### config.mk
export PLATFORM = sky130hd
export DESIGN_NAME = serial_word_bridge
export DESIGN_NICKNAME = d
export VERILOG_FILES = /design/src/rtl/serial_word_bridge.sv
export SDC_FILE = /design/constraint.sdc
export NUM_CORES = 1
export LEC_CHECK = 0
export ABC_AREA = 1
export CAP_MARGIN = 10
export CORE_ASPECT_RATIO = 1.25
export CORE_MARGIN = 8
export CORE_UTILIZATION = 55
export CTS_CLUSTER_SIZE = 20
export DETAILED_ROUTE_END_ITERATION = 16
export PLACE_DENSITY = 0.85
export SLEW_MARGIN = 5
export SYNTH_ARGS = -nofsm -noshare
export SYNTH_HDL_FRONTEND = slang
export SYNTH_SLANG_ARGS = --single-unit
### constraint.sdc
create_clock -name clk -period 3.24 [get_ports clk]
set_input_delay 0.324 -clock clk [delete_from_list [all_inputs] [get_ports clk]]
set_output_delay 0.324 -clock clk [all_outputs]
set_load 0.1 [all_outputs]
### src/rtl/serial_word_bridge.sv
// UART endpoint with multi-byte word framing on valid/ready ports.
// RX: glitch reject, frame/overrun/timeout flags. TX: back-to-back bytes.
module serial_word_bridge #(
    parameter int CLK_HZ       = 100_000_000,
    parameter int BAUD         = 115200,
    parameter int I_BYTES      = 1,
    parameter int O_BYTES      = 1,
    parameter int TIMEOUT_BITS = 32
) (
    input  logic                 clk,
    input  logic                 rst,
    input  logic                 uart_txd_in,
    output logic                 uart_rxd_out,
    output logic [8*O_BYTES-1:0] o_data,
    output logic                 o_valid,
    input  logic                 o_ready,
    input  logic [8*I_BYTES-1:0] i_data,
    input  logic                 i_valid,
    output logic                 i_ready,
    output logic                 rx_frame_err,
    output logic                 rx_overrun,
    output logic                 rx_timeout
);

    localparam int DIV = (CLK_HZ + BAUD / 2) / BAUD;
    localparam int TW  = $clog2(DIV + 1);
    localparam int OBW = $clog2(O_BYTES + 1);
    localparam int IBW = $clog2(I_BYTES + 1);
    localparam int TMO = TIMEOUT_BITS * DIV;
    localparam int TOW = $clog2(TMO + 1);

    localparam logic [TW-1:0]  BIT_END  = TW'(DIV - 1);
    localparam logic [TW-1:0]  HALF_END = TW'(DIV / 2 - 1);
    localparam logic [TOW-1:0] TMO_END  = TOW'(TMO - 1);
    localparam logic [OBW-1:0] O_LAST   = OBW'(O_BYTES - 1);
    localparam logic [IBW-1:0] I_LAST   = IBW'(I_BYTES - 1);

    typedef enum logic [1:0] {
        RX_IDLE,
        RX_START,
        RX_DATA,
        RX_STOP
    } rx_state_t;

    typedef enum logic [1:0] {
        TX_INIT,
        TX_IDLE,
        TX_SEND
    } tx_state_t;

    logic rx_meta;
    logic rx_sync;

    rx_state_t rx_state;
    rx_state_t rx_next;

    logic [TW-1:0] rx_timer;
    logic [3:0]    rx_bits;
    logic [7:0]    rx_shift;
    logic          rx_tick;
    logic          rx_bit_en;
    logic          rx_byte_ok;
    logic          rx_byte_bad;

    logic [OBW-1:0]       asm_cnt;
    logic [8*O_BYTES-1:0] asm_word;
    logic [8*O_BYTES-1:0] asm_next;
    logic [TOW-1:0]       idle_cnt;
    logic                 idle_run;
    logic                 tmo_hit;
    logic                 word_done;
    logic                 out_free;

    tx_state_t tx_state;
    tx_state_t tx_next;

    logic [TW-1:0]        tx_timer;
    logic [3:0]           tx_bits;
    logic [IBW-1:0]       tx_bytes;
    logic [8:0]           tx_frame;
    logic [8*I_BYTES-1:0] tx_word;
    logic                 tx_line;
    logic                 tx_accept;
    logic                 tx_tick;
    logic                 tx_frame_end;
    logic                 tx_last;

    // Line idles high, so the synchroniser resets to 1.
    always_ff @(posedge clk or posedge rst) begin
        if (rst) begin
            rx_meta <= 1'b1;
            rx_sync <= 1'b1;
        end else begin
            rx_meta <= uart_txd_in;
            rx_sync <= rx_meta;
        end
    end

    always_ff @(posedge clk or posedge rst) begin
        if (rst) rx_state <= RX_IDLE;
        else     rx_state <= rx_next;
    end

    always_comb begin
        rx_next = rx_state;
        unique case (rx_state)
            RX_IDLE:  if (!rx_sync) rx_next = RX_START;
            RX_START: if (rx_tick) rx_next = rx_sync ? RX_IDLE : RX_DATA;
            RX_DATA:  if (rx_tick && rx_bits == 4'd7) rx_next = RX_STOP;
            RX_STOP:  if (rx_tick) rx_next = RX_IDLE;
            default:  rx_next = RX_IDLE;
        endcase
    end

    always_comb begin
        rx_tick = 1'b0;
        unique case (rx_state)
            RX_START: rx_tick = (rx_timer == HALF_END);
            RX_DATA:  rx_tick = (rx_timer == BIT_END);
            RX_STOP:  rx_tick = (rx_timer == BIT_END);
            default:  rx_tick = 1'b0;
        endcase
        rx_bit_en   = (rx_state == RX_DATA) && rx_tick;
        rx_byte_ok  = (rx_state == RX_STOP) && rx_tick && rx_sync;
        rx_byte_bad = (rx_state == RX_STOP) && rx_tick && !rx_sync;
    end

    always_ff @(posedge clk or posedge rst) begin
        if (rst) begin
            rx_timer <= '0;
            rx_bits  <= '0;
            rx_shift <= '0;
        end else begin
            if (rx_state == RX_IDLE || rx_tick) rx_timer <= '0;
            else                                rx_timer <= rx_timer + 1'b1;
            if (rx_state != RX_DATA) rx_bits <= '0;
            else if (rx_bit_en)      rx_bits <= rx_bits + 1'b1;
            if (rx_bit_en) rx_shift <= {rx_sync, rx_shift[7:1]};
        end
    end

    // Arrival order k lands in byte lane k.
    always_comb begin
        asm_next = asm_word;
        for (int k = 0; k < O_BYTES; k++) begin
            if (k == int'(asm_cnt)) asm_next[8*k +: 8] = rx_shift;
        end
        idle_run  = (rx_state == RX_IDLE) && (asm_cnt != '0);
        tmo_hit   = idle_run && (idle_cnt == TMO_END);
        word_done = rx_byte_ok && (asm_cnt == O_LAST);
        out_free  = !o_valid || o_ready;
    end

    always_ff @(posedge clk or posedge rst) begin
        if (rst) begin
            asm_cnt      <= '0;
            asm_word     <= '0;
            idle_cnt     <= '0;
            o_data       <= '0;
            o_valid      <= 1'b0;
            rx_frame_err <= 1'b0;
            rx_overrun   <= 1'b0;
            rx_timeout   <= 1'b0;
        end else begin
            rx_frame_err <= rx_byte_bad;
            rx_overrun   <= word_done && !out_free;
            rx_timeout   <= tmo_hit;
            if (idle_run && !tmo_hit) idle_cnt <= idle_cnt + 1'b1;
            else                      idle_cnt <= '0;
            if (rx_byte_bad || tmo_hit || word_done) begin
                asm_cnt  <= '0;
                asm_word <= '0;
            end else if (rx_byte_ok) begin
                asm_cnt  <= asm_cnt + 1'b1;
                asm_word <= asm_next;
            end
            // A held word wins over a new one unless it is taken this clk.
            if (word_done && out_free) begin
                o_data  <= asm_next;
                o_valid <= 1'b1;
            end else if (o_valid && o_ready) begin
                o_valid <= 1'b0;
            end
        end
    end

    always_ff @(posedge clk or posedge rst) begin
        if (rst) tx_state <= TX_INIT;
        else     tx_state <= tx_next;
    end

    always_comb begin
        tx_next = tx_state;
        unique case (tx_state)
            TX_INIT: tx_next = TX_IDLE;
            TX_IDLE: if (tx_accept) tx_next = TX_SEND;
            TX_SEND: if (tx_last) tx_next = TX_IDLE;
            default: tx_next = TX_INIT;
        endcase
    end

    always_comb begin
        i_ready      = (tx_state == TX_IDLE);
        tx_accept    = i_ready && i_valid;
        tx_tick      = (tx_state == TX_SEND) && (tx_timer == BIT_END);
        tx_frame_end = tx_tick && (tx_bits == 4'd9);
        tx_last      = tx_frame_end && (tx_bytes == I_LAST);
    end

    // tx_frame holds the bits still to go after the one on the line.
    always_ff @(posedge clk or posedge rst) begin
        if (rst) begin
            tx_line  <= 1'b1;
            tx_timer <= '0;
            tx_bits  <= '0;
            tx_bytes <= '0;
            tx_frame <= '1;
            tx_word  <= '0;
        end else if (tx_accept) begin
            tx_line  <= 1'b0;
            tx_timer <= '0;
            tx_bits  <= '0;
            tx_bytes <= '0;
            tx_frame <= {1'b1, i_data[7:0]};
            tx_word  <= i_data >> 8;
        end else if (tx_tick) begin
            tx_timer <= '0;
            if (tx_last) begin
                tx_line <= 1'b1;
            end else if (tx_frame_end) begin
                tx_line  <= 1'b0;
                tx_bits  <= '0;
                tx_bytes <= tx_bytes + 1'b1;
                tx_frame <= {1'b1, tx_word[7:0]};
                tx_word  <= tx_word >> 8;
            end else begin
                tx_line  <= tx_frame[0];
                tx_bits  <= tx_bits + 1'b1;
                tx_frame <= {1'b0, tx_frame[8:1]};
            end
        end else if (tx_state == TX_SEND) begin
            tx_timer <= tx_timer + 1'b1;
        end
    end

    assign uart_rxd_out = tx_line;

endmodule
## Yosys cells after proc, flatten, opt, wreduce, memory -nomap -nowiden

Cells that the tools add are included.

- Equal/unequal tests: 19
- Mux-type cells: 44
- Reduce and logical (&&, ||, !) cells: 37
- Add/sub/neg operators: 7
- Bitwise operators: 2

Operator list:

| operator | count |
|---|---|
| $mux W8 | 7 |
| $mux W10 | 4 |
| $mux W9 | 4 |
| $mux W4 | 6 |
| $add A10 B1 Y10 const B | 2 |
| $eq A10 B10 Y1 const B | 2 |
| $logic_and A1 B1 Y1 | 16 |
| $add A15 B1 Y15 const B | 1 |
| $eq A15 B15 Y1 const B | 1 |
| $mux W15 | 1 |
| $mux W2 | 7 |
| $ne A2 B2 Y1 const B | 7 |
| $mux W1 | 12 |
| $eq A10 B9 Y1 const B | 1 |
| $reduce_bool A2 Y1 | 5 |
| $add A4 B1 Y4 const B | 2 |
| $pmux W2 S4 | 1 |
| $eq A2 B2 Y1 const B | 3 |
| $pmux W2 S3 | 1 |
| $eq A2 B1 Y1 const B | 2 |
| $eq A4 B3 Y1 const B | 1 |
| $eq A4 B4 Y1 const B | 1 |
| $logic_not A1 Y1 | 4 |
| $logic_not A2 Y1 | 2 |
| other kinds (10) | 16 |

- Bits in registers: 97

## Longest topological paths before layout

Gate-level depths: netlist of run 1.

- Depth in word-level cells: 8
- Depth in mapped cells: 10
- Gate-level depth less buffers: 10

## Least setup slack after synthesis of run 1

No wires, ideal clock.

- Path kind: flip-flop to flip-flop
- Start: register o_valid
- End: register o_data[7]
- Stages on the path, launching flop included: 6
- Data arrival time: 1.602 ns
- Path buffers: 1
- Data required time: 3.166 ns
- Path slack: 1.564 ns
- Setup time: 0.074 ns
- Cell sequence: dfrtp_1 > nand2_1 > nand2_4 > buf_6 > nand2_1 > o21ai_2

- Word-level cells in the longest chain between the ends: 3

Ends and longest elaborated chain:

| what | line | source |
|---|---|---|
| start: declaration | 15 | `output logic o_valid,` |
| start signal: assignment | 160 | `o_valid <= 1'b0;` |
| start signal: assignment | 180 | `o_valid <= 1'b1;` |
| start signal: assignment | 182 | `o_valid <= 1'b0;` |
| $logic_not A1 Y1 | 151 | `out_free = !o_valid \|\| o_ready;` |
| $logic_or A1 B1 Y1 | 151 |  |
| $logic_and A1 B1 Y1 | 178 | `if (word_done && out_free) begin` |
| end signal: assignment | 179 | `o_data <= asm_next;` |
| end: declaration | 14 | `output logic [8*O_BYTES-1:0] o_data,` |

Every way passes these cells.
A chain may end at the register's enable or synchronous reset.

## Worst setup path after layout of run 1

- Start: register tx_line (netlist: uart_rxd_out)
- End: output port uart_rxd_out

RTL lines:

| what | line | source |
|---|---|---|
| start: declaration | 82 | `logic tx_line;` |
| start signal: assignment | 237 | `tx_line <= tx_frame[0];` |
| end: declaration | 13 | `output logic uart_rxd_out,` |

No word-level cell between the ends.

==> key figures, run 1 <==
Status
  • Status: finished, final reports clean

Clocking
  • CTS root buffer: clkbuf_8
  • Worst-Skew Late Latency: 360 ps
  • CTS clk-pin slew, worst paths: 90 ps
  • TritonCTS clock tree: done
  • # resized after CTS: 0
  • Post-CTS Setup Bufs: 0
  • H-Tree Level Count: 3
  • Hold_buf cts: 0
  • TritonCTS Buffers: 9
  • CTS sink cnt: 89
  • CTS Buffer Depth: 2

Cells and area
  • Most frequent cells in the layout: nand2_1 (133), dfrtp_1 (77), inv_1 (61)
  • Number of fill cells in the layout: 619
  • Non-Filler Instances: 669
  • Area delta synth->final: 12.5%
  • Fin util: 63.8%
  • Most common cell after layout, fill and taps aside: nand2_1
  • # diodes: 0
  • Layout cells sized above 1: 9.58%
  • Final nets: 588

Route
  • Final wirelength: 8470 microns
  • Residual DRC: 0
  • Wire per inst: 12.7 microns
  • Avg Vias per Cell: 5.30
  • Iteration count of the initial detailed-routing pass: 4
  • DRT iter0 DRCs: 280
  • Via Count: 3547
  • DRT antenna net count: 0

Place
  • PortBufs: 26
  • HPWL Detailed: 6170 microns
  • RePlAce Congestion: 0.938
  • Pre-CTS WS: 946 ps
  • Post-Place Cells: 653

Synthesis
  • Yosys warns: 0
  • Prevailing post-synth register cell: dfrtp_1
  • Asr flop ratio synth: 100%
  • Flops & latches, synth: 89
  • Syn nets: 558
  • Number of distinct library cells after synthesis: 34
  • Synthesized area: 0.00442 sq mm
  • Syn Inst Count: 539
  • Syn_area_per_cell: 8.20 sq um
  • EDFF count, synth: 0
  • Register area share after synthesis: 50.7%

Setup path
  • Critical path origin: uart_rxd_out
  • FF-to-FF Start: idle_cnt[0]
  • R2R Setup Slk: 1070 ps
  • Setup CP Type: reg2out
  • Crit path max-delay cell type: clkdlybuf4s50_1
  • Crit. End Element: output port
  • Delay-heaviest family, CP: buffers and inverters
  • CP max stage delay: 1130 ps
  • CP required: 2920 ps
  • Buf/Inv on CP: 1
  • Worst Path Max Fanout: 2
  • CP Cell Sequence: clkdlybuf4s50_1
  • Crit path DAT: 2030 ps
  • Crit path launch type: flop

Power
  • Leak pwr: 2.34 nW
  • Max VDD drop: 0.480 mV
  • PD cells: 505 mW/mm^2

Worst hold path
  • Min-Delay Path Class: in2async

Die
  • Core ar.: 0.00779 sq mm
  • Die X: 96.2 microns
  • Die area: 0.0112 sq mm
  • Initial Util: 56.7%
  • Die Y: 116 microns
  • I/O pin count: 27
  • # rows: 36

Timing
  • Worst Clk Skew: 8.01 ps
  • Fin. Hold Viols: 0
  • Fmax: 425 MHz
  • Final setup violating endpoints: 0
  • Worst slew margin relative to its limit: 34.5%
  • Final min period: 2350 ps
  • Setup TNS: 0 ps
  • Final worst-path cycle share: 72.7%
  • Final slew viol count: 0
  • Slew @ Worst Pin: 980 ps
  • RSZ-0062 raised after global routing: false
  • Final worst-path setup slack: 886 ps

GRT
  • Tot GR Track Use: 16.6%
  • Initial antenna violation count: 0
  • Largest net degree at the start of global routing: 53
  • Grt ovf: 0
  • Global-route wire length before repair: 15000 microns
  • Vias in the first global route: 3613

Job
  • Maxcap violations: 0
## flip-flops by register name, summed over array words and instances (netlist names), 2 cells and up, named ones only
register and flops:
tx_state 2, rx_bits 4, tx_timer 10, asm_word 8, idle_cnt 15, tx_bits 4, rx_timer 10, tx_frame 9
o_data 8, rx_shift 8
## logic make-up (layout without fill, tap and decap cells)
kind of cell,Yosys count,after routing,share of synthesized area (%)
xor+xnor,13,13,2.58
fa+ha+maj,6,6,1.70
buf+inv,76,111,6.96
simple gates,296,296,30.4
mux,1,1,0.226
compound gates,58,58,7.39
flops,89,89,50.7
## power by group
group / total [mW] / switching, mW / internal [mW]
combinational: 0.463 / 0.321 / 0.142
clock: 0.748 / 0.389 / 0.359
sequential: 1.30 / 0.0587 / 1.24
## path summary, 6_finish.rpt
kind / endpoint / cells after the start
max: uart_rxd_out / 1
min: idle_cnt[5] / 2
max reg2reg: asm_word[2] / 10
min reg2reg: rx_sync / 0
max in group asynchronous: rx_meta / 3
min in group clk: rx_sync / 0
## final cells by class
| type | count | area, sq um | share of cell area [%] |
|---|---|---|---|
| Clock buffer | 10 | 128 | 2.57 |
| Sequential cell | 89 | 2240 | 45.1 |
| Multi-Input combinational cell | 374 | 1870 | 37.6 |
| Tap cell | 95 | 119 | 2.39 |
| Inverter | 65 | 245 | 4.93 |
| Timing Repair Buffer | 30 | 300 | 6.04 |
| Clock inverter | 6 | 67.6 | 1.36 |
## per-layer routing
layer,track usage [%],wire (microns)
met1,19.5,3730
met2,28.4,4280
met3,3.60,316
met4,6.58,137
met5,0,0
## synth_stat cells (all sizes together) (2+ instances only)
library cell	number	area (sq um)
xor2	10	87.6
buf	10	60.1
nand4	18	113
xnor2	3	26.3
nor3	16	80.1
dfstp	12	315
nor3b	6	45.0
ha	6	75.1
inv	65	244
nor2	54	223
nor4	2	12.5
nand2	138	541
nand3b	2	15.0
o21ai	34	200
nand3	60	318
a21oi	21	105
dfrtp	77	1930
## per-stage QoR
stage          hold WS [ps]  power, mW  instance area (sq um)
3_5_place_dp            348       1.79                   4780
2_1_floorplan           328       1.68                   4420
5_1_grt                 367       2.65                   4970
4_1_cts                 360       2.52                   4970
3_3_place_gp            345       1.77                   4780
6_report                358       2.51                   4970
No activity file was read; power rests on OpenSTA's default activity.
==> run 2: changes to the inputs <==
- clock period: 3.24 -> 2.3 ns (I/O delays scaled with it)
==> run 2 against run 1 <==
Against the previous run:
- clock skew grew 0.69 ps
- critical endpoint is now asm_word[2]
- highest routed layer unchanged
- core utilization about the same
- global-route usage is 0.46 points higher
- largest power group unchanged
==> key figures, run 2 (synthesized netlist as in run 1, its figures left out) <==
Setup path
  • Crit path launch type: flop
  • Crit. End Element: flop
  • FF-to-FF Start: idle_cnt[0]
  • Crit path DAT: 2290 ps
  • Setup CP Type: reg2reg
  • R2R depth: 10
  • Crit path capture: asm_word[2]
  • CP required: 2560 ps
  • R2R Setup Slk: 260 ps
  • Critical path origin: idle_cnt[0]
  • Worst Path Max Fanout: 19
  • RR Endpoint: asm_word[2]

Timing
  • Slew @ Worst Pin: 514 ps
  • Final setup violating endpoints: 0
  • Setup TNS: 0 ps
  • Worst Clk Skew: 8.70 ps
  • RSZ-0062 raised after global routing: false
  • Worst slew margin relative to its limit: 65.6%
  • Fin. Hold Viols: 0
  • Final slew viol count: 0
  • Fmax: 491 MHz
  • Final min period: 2040 ps
  • Final worst-path cycle share: 88.6%

Place
  • PortBufs: 26
  • Placed Area: 0.00477 sq mm
  • HPWL Detailed: 6190 microns
  • RePlAce Congestion: 0.861

Power
  • Max VDD drop: 0.735 mV
  • Power share of the combinational group: 19.0%
  • Seq pwr share: 51.2%
  • Sw frac: 31.3%
  • Leak pwr: 2.37 nW
  • Pint: 2.46 mW
  • Clk network pwr share: 29.8%
  • PD cells: 720 mW/mm^2
  • Switch Pwr: 1.12 mW
  • Total power: 3.58 mW

Die
  • Die area: 0.0112 sq mm
  • # rows: 36
  • Die Y: 116 microns
  • Die X: 96.2 microns
  • I/O pin count: 27
  • Core ar.: 0.00779 sq mm
  • Initial Util: 56.7%

Route
  • Avg Vias per Cell: 5.40
  • DRT antenna net count: 0
  • Residual DRC: 0
  • Iteration count of the initial detailed-routing pass: 4
  • Wire per inst: 13.2 microns
  • Final wirelength: 8850 microns
  • DRT iter0 DRCs: 241
  • Via Count: 3622

Clocking
  • TritonCTS Buffers: 9
  • CTS root buffer: clkbuf_8
  • Worst-Skew Late Latency: 360 ps
  • CTS sink cnt: 89
  • CTS clk-pin slew, worst paths: 90 ps
  • Post-CTS Setup Bufs: 0
  • TritonCTS clock tree: done
  • H-Tree Level Count: 3
  • CTS Buffer Depth: 2

GRT
  • Global-route wire length before repair: 15400 microns
  • Vias in the first global route: 3656
  • Largest net degree at the start of global routing: 90
  • Tot GR Track Use: 17.0%
  • Grt ovf: 0
  • Initial antenna violation count: 0

Cells and area
  • Design area: 0.00497 sq mm
  • Layout cells sized above 1: 12.5%
  • Area delta synth->final: 12.5%
  • Most flop-heavy register: idle_cnt
  • Final nets: 591
  • Fin util: 63.8%
  • Top flop regs: idle_cnt (15), rx_timer (10), tx_timer (10)
  • Register area: 0.00224 sq mm
  • # diodes: 0
  • Largest register FFs: 15
  • Multi-input logic area: 0.00188 sq mm
  • Number of fill cells in the layout: 611
  • Most frequent cells in the layout: nand2_1 (132), dfrtp_1 (77), inv_1 (61)
  • Most common cell after layout, fill and taps aside: nand2_1

Status
  • Status: finished, final reports clean

Worst hold path
  • Hold_sp: uart_txd_in
  • Min-Delay Path Class: in2reg

Job
  • Maxcap violations: 0
## run 2: cell count changes in the layout (fill, tap and decap cells not counted), sizes merged
cell / delta
clkbuf: -1
clkinvlp: +2
clkdlybuf4s50: -13
inv: -1
buf: +16
clkinv: -1
## run 2: metrics by stage
stage | instances | setup WS, ps | hold WS (ps)
finish | 671 | 263 | 273
global route | 671 | 36.3 | 271
CTS | 671 | 199 | 262
detailed placement | 656 | 220 | 352
global placement | 656 | 370 | 346
floorplan | 539 | 624 | 234
## run 2: final cells by class
| cell class | count | share of cell area [%] |
|---|---|---|
| Multi-Input combinational cell | 374 | 37.8 |
| Clock inverter | 6 | 1.41 |
| Inverter | 65 | 4.98 |
| Clock buffer | 9 | 2.49 |
| Tap cell | 95 | 2.39 |
| Sequential cell | 89 | 45.1 |
| Timing Repair Buffer | 33 | 5.84 |
## run 2: critical path, stage by stage, from the launching register on
cell and delay (ps):
dfrtp_1 380, ha_1 180, nand2_1 70, inv_1 80
nand3_1 130, nor2_1 380, nand3_4 280, nand2_1 140
nor2_1 130, nand2_1 100, nand2_1 50
## run 2: layer usage
layer / up-vias / GRT usage, % / share of wire, %
met2: 82 / 29.9 / 51
met4: 0 / 7.09 / 1.3
met1: 1714 / 19.4 / 43
met5: - / 0 / 0
met3: 11 / 3.47 / 4.5
li1: 1815 / - / -
## run 2: power groups by stage
stage                     Clock, mW  Combinational (mW)  Sequential (mW)
after global placement            0               0.656             1.85
after floorplan                   0               0.456             1.91
after CTS                      1.09               0.686             1.83
after global routing           1.15               0.762             1.85
final                          1.07               0.681             1.83
after detailed placement          0               0.684             1.86
## run 2: worst min-delay path by stage
stage | end | slack (ps) | cells after the start
2_1_floorplan | rx_meta | 230 | 0
6_report | rx_meta | 270 | 1
3_5_place_dp | rx_sync | 350 | 0
4_1_cts | rx_meta | 260 | 1
3_3_place_gp | rx_sync | 350 | 0
5_1_grt | rx_meta | 270 | 1
## run 2: what timing repair did
action                                  4_1_cts  5_1_grt
endpoints found under the setup margin        0        8
resized for setup                             0        2
hold buffers                                  0        0
==> run 3: changes to the inputs <==
- ABC_CLOCK_PERIOD_IN_PS: unset -> 2300
==> results of run 3 <==
The final DEF is identical to that of run 2; final timing and power are the same.
==> edit (settings of run 3) <==
`TIMEOUT_BITS`: 32 -> 64.
--- a/src/rtl/serial_word_bridge.sv
+++ b/src/rtl/serial_word_bridge.sv
@@ -7,3 +7,3 @@
     parameter int O_BYTES      = 1,
-    parameter int TIMEOUT_BITS = 32
+    parameter int TIMEOUT_BITS = 64
 ) (
Behaviour: no difference found for any inputs over 10 cycles, from zero or initial values and one cycle with rst high; that may be too few to reach the edited logic, so the function may still have changed.
==> edit against run 3 <==
Final cell count fell by 3.4%. Clock power rose by 7%. Power rose by 2.4%. Final area fell by 0.83%. Sequential cell count rose by 1. Highest routed layer unchanged. Via count fell by 1.5%. Die area fell by 0.98%. Area after synthesis fell by 1.2%. Wire length rose by 4.5%. Sequential share of layout area rose by 0.88 points. Critical endpoint is now asm_word[1]$_DFFE_PP0P_. Setup slack improved by 0.050 ns. Clock skew fell by 0.0016 ns.
==> edit: results (changes against run 3) <==
\begin{tabular}{lr}
\hline
Metric & Value \\
\hline
\multicolumn{2}{l}{\textbf{Run status}} \\
Run status & finished clean \\
\multicolumn{2}{l}{\textbf{Global routing}} \\
Number of global-route vias before repair & 3609 (-1.3\%) \\
Met2 Usage GRT & 0.303 (+0.00435) \\
Met3 GRT Util & 0.0376 (+0.00286) \\
Overall track demand over capacity in global routing & 0.181 (+0.0107) \\
\multicolumn{2}{l}{\textbf{Layout}} \\
Clock buffer cells & 12 (+3) \\
Area occupied by registers & 2270 um2 (+1.1\%) \\
Final core utilization & 0.637 (-0.00162) \\
Filler cell count in the final layout & 626 (+2.5\%) \\
Number of flip-flops and latches & 90 (+1.1\%) \\
Area of the multi-input gates & 1830 um2 (-2.8\%) \\
\multicolumn{2}{l}{\textbf{Pwr}} \\
Relative contribution of combinational cells to total power & 0.179 (-0.011) \\
Total net switching power & 1.11 mW (-1.3\%) \\
Static power due to leakage & 2.31 nW (-2.7\%) \\
Sequential group power & 1.88 mW (+3\%) \\
\multicolumn{2}{l}{\textbf{Route}} \\
DRT iter0 DRCs & 197 (-18\%) \\
Met3 layer wire length in the routed design & 381 um (-4.8\%) \\
Via-to-Cell Ratio & 5.51 (+2.0\%) \\
Met1 routed wirelength after detailed routing & 3990 um (+4.6\%) \\
\multicolumn{2}{l}{\textbf{Synth}} \\
Commonest cells post-synth & sky130\_fd\_sc\_hd\_\_nand2\_1 (132), sky130\_fd\_sc\_hd\_\_dfrtp\_1 (78), sky130\_fd\_sc\_hd\_\_nor2\_1 (54) \\
Number of distinct library cells after synthesis & 37 (+8.8\%) \\
Sequential cell area fraction in the yosys report & 0.519 (+0.0117) \\
Synthesized netlist net count & 536 (-3.9\%) \\
\multicolumn{2}{l}{\textbf{Timing}} \\
Relative slew slack & 0.628 (-0.0280) \\
\multicolumn{2}{l}{\textbf{Place}} \\
HPWL after detailed placement & 6430 um (+3.8\%) \\
Final weighted congestion in routability-driven placement & 0.900 (+4.6\%) \\
\multicolumn{2}{l}{\textbf{Min path}} \\
Classification of the worst-slack hold path & input port to asynchronous set/reset pin \\
\hline
\end{tabular}
## edit: what timing repair did
| action | in CTS | in global routing |
|---|---|---|
| setup endpoints to repair | 0 | 4 |
| gates resized for setup | 0 | 1 |
| buffers inserted | 0 | 0 |
## edit: path summary, 6_finish.rpt
| check | from | to | slack, ns | cells past startpoint |
|---|---|---|---|---|
| worst max-delay path | idle_cnt[0]$_DFF_PP0_ | asm_word[1]$_DFFE_PP0P_ | 0.31 | 10 |
| max in group asynchronous | rst | rx_sync$_DFF_PP1_ | 1.43 | 3 |
| worst min-delay path | rst | tx_state[1]$_DFFE_PP0P_ | 0.21 | 2 |
| worst max register to register | idle_cnt[0]$_DFF_PP0_ | asm_word[1]$_DFFE_PP0P_ | 0.31 | 10 |
| min in group clk | uart_txd_in | rx_meta$_DFF_PP1_ | 0.27 | 1 |
| worst min register to register | rx_meta$_DFF_PP1_ | rx_sync$_DFF_PP1_ | 0.36 | 0 |
## edit: logic make-up after synthesis
group                      synth area share
and+or+nand+nor                       0.299
DFF                                   0.519
buffers and inverters                0.0638
AOI/OAI and AO/OA                    0.0564
xor gates and xnor gates             0.0261
muxes                                0.0183
adders and majority gates            0.0172
## edit: critical path, stage by stage, from the launching register on
cell                      delay [ns]
sky130_fd_sc_hd__dfrtp_1        0.38
sky130_fd_sc_hd__ha_1           0.19
sky130_fd_sc_hd__nand3_1        0.11
sky130_fd_sc_hd__nor2_1         0.15
sky130_fd_sc_hd__nand2_1        0.13
sky130_fd_sc_hd__nor2_2         0.19
sky130_fd_sc_hd__nand3_2        0.21
sky130_fd_sc_hd__buf_4          0.24
sky130_fd_sc_hd__a21oi_1        0.15
sky130_fd_sc_hd__nand2_1        0.07
sky130_fd_sc_hd__nand2_1        0.09
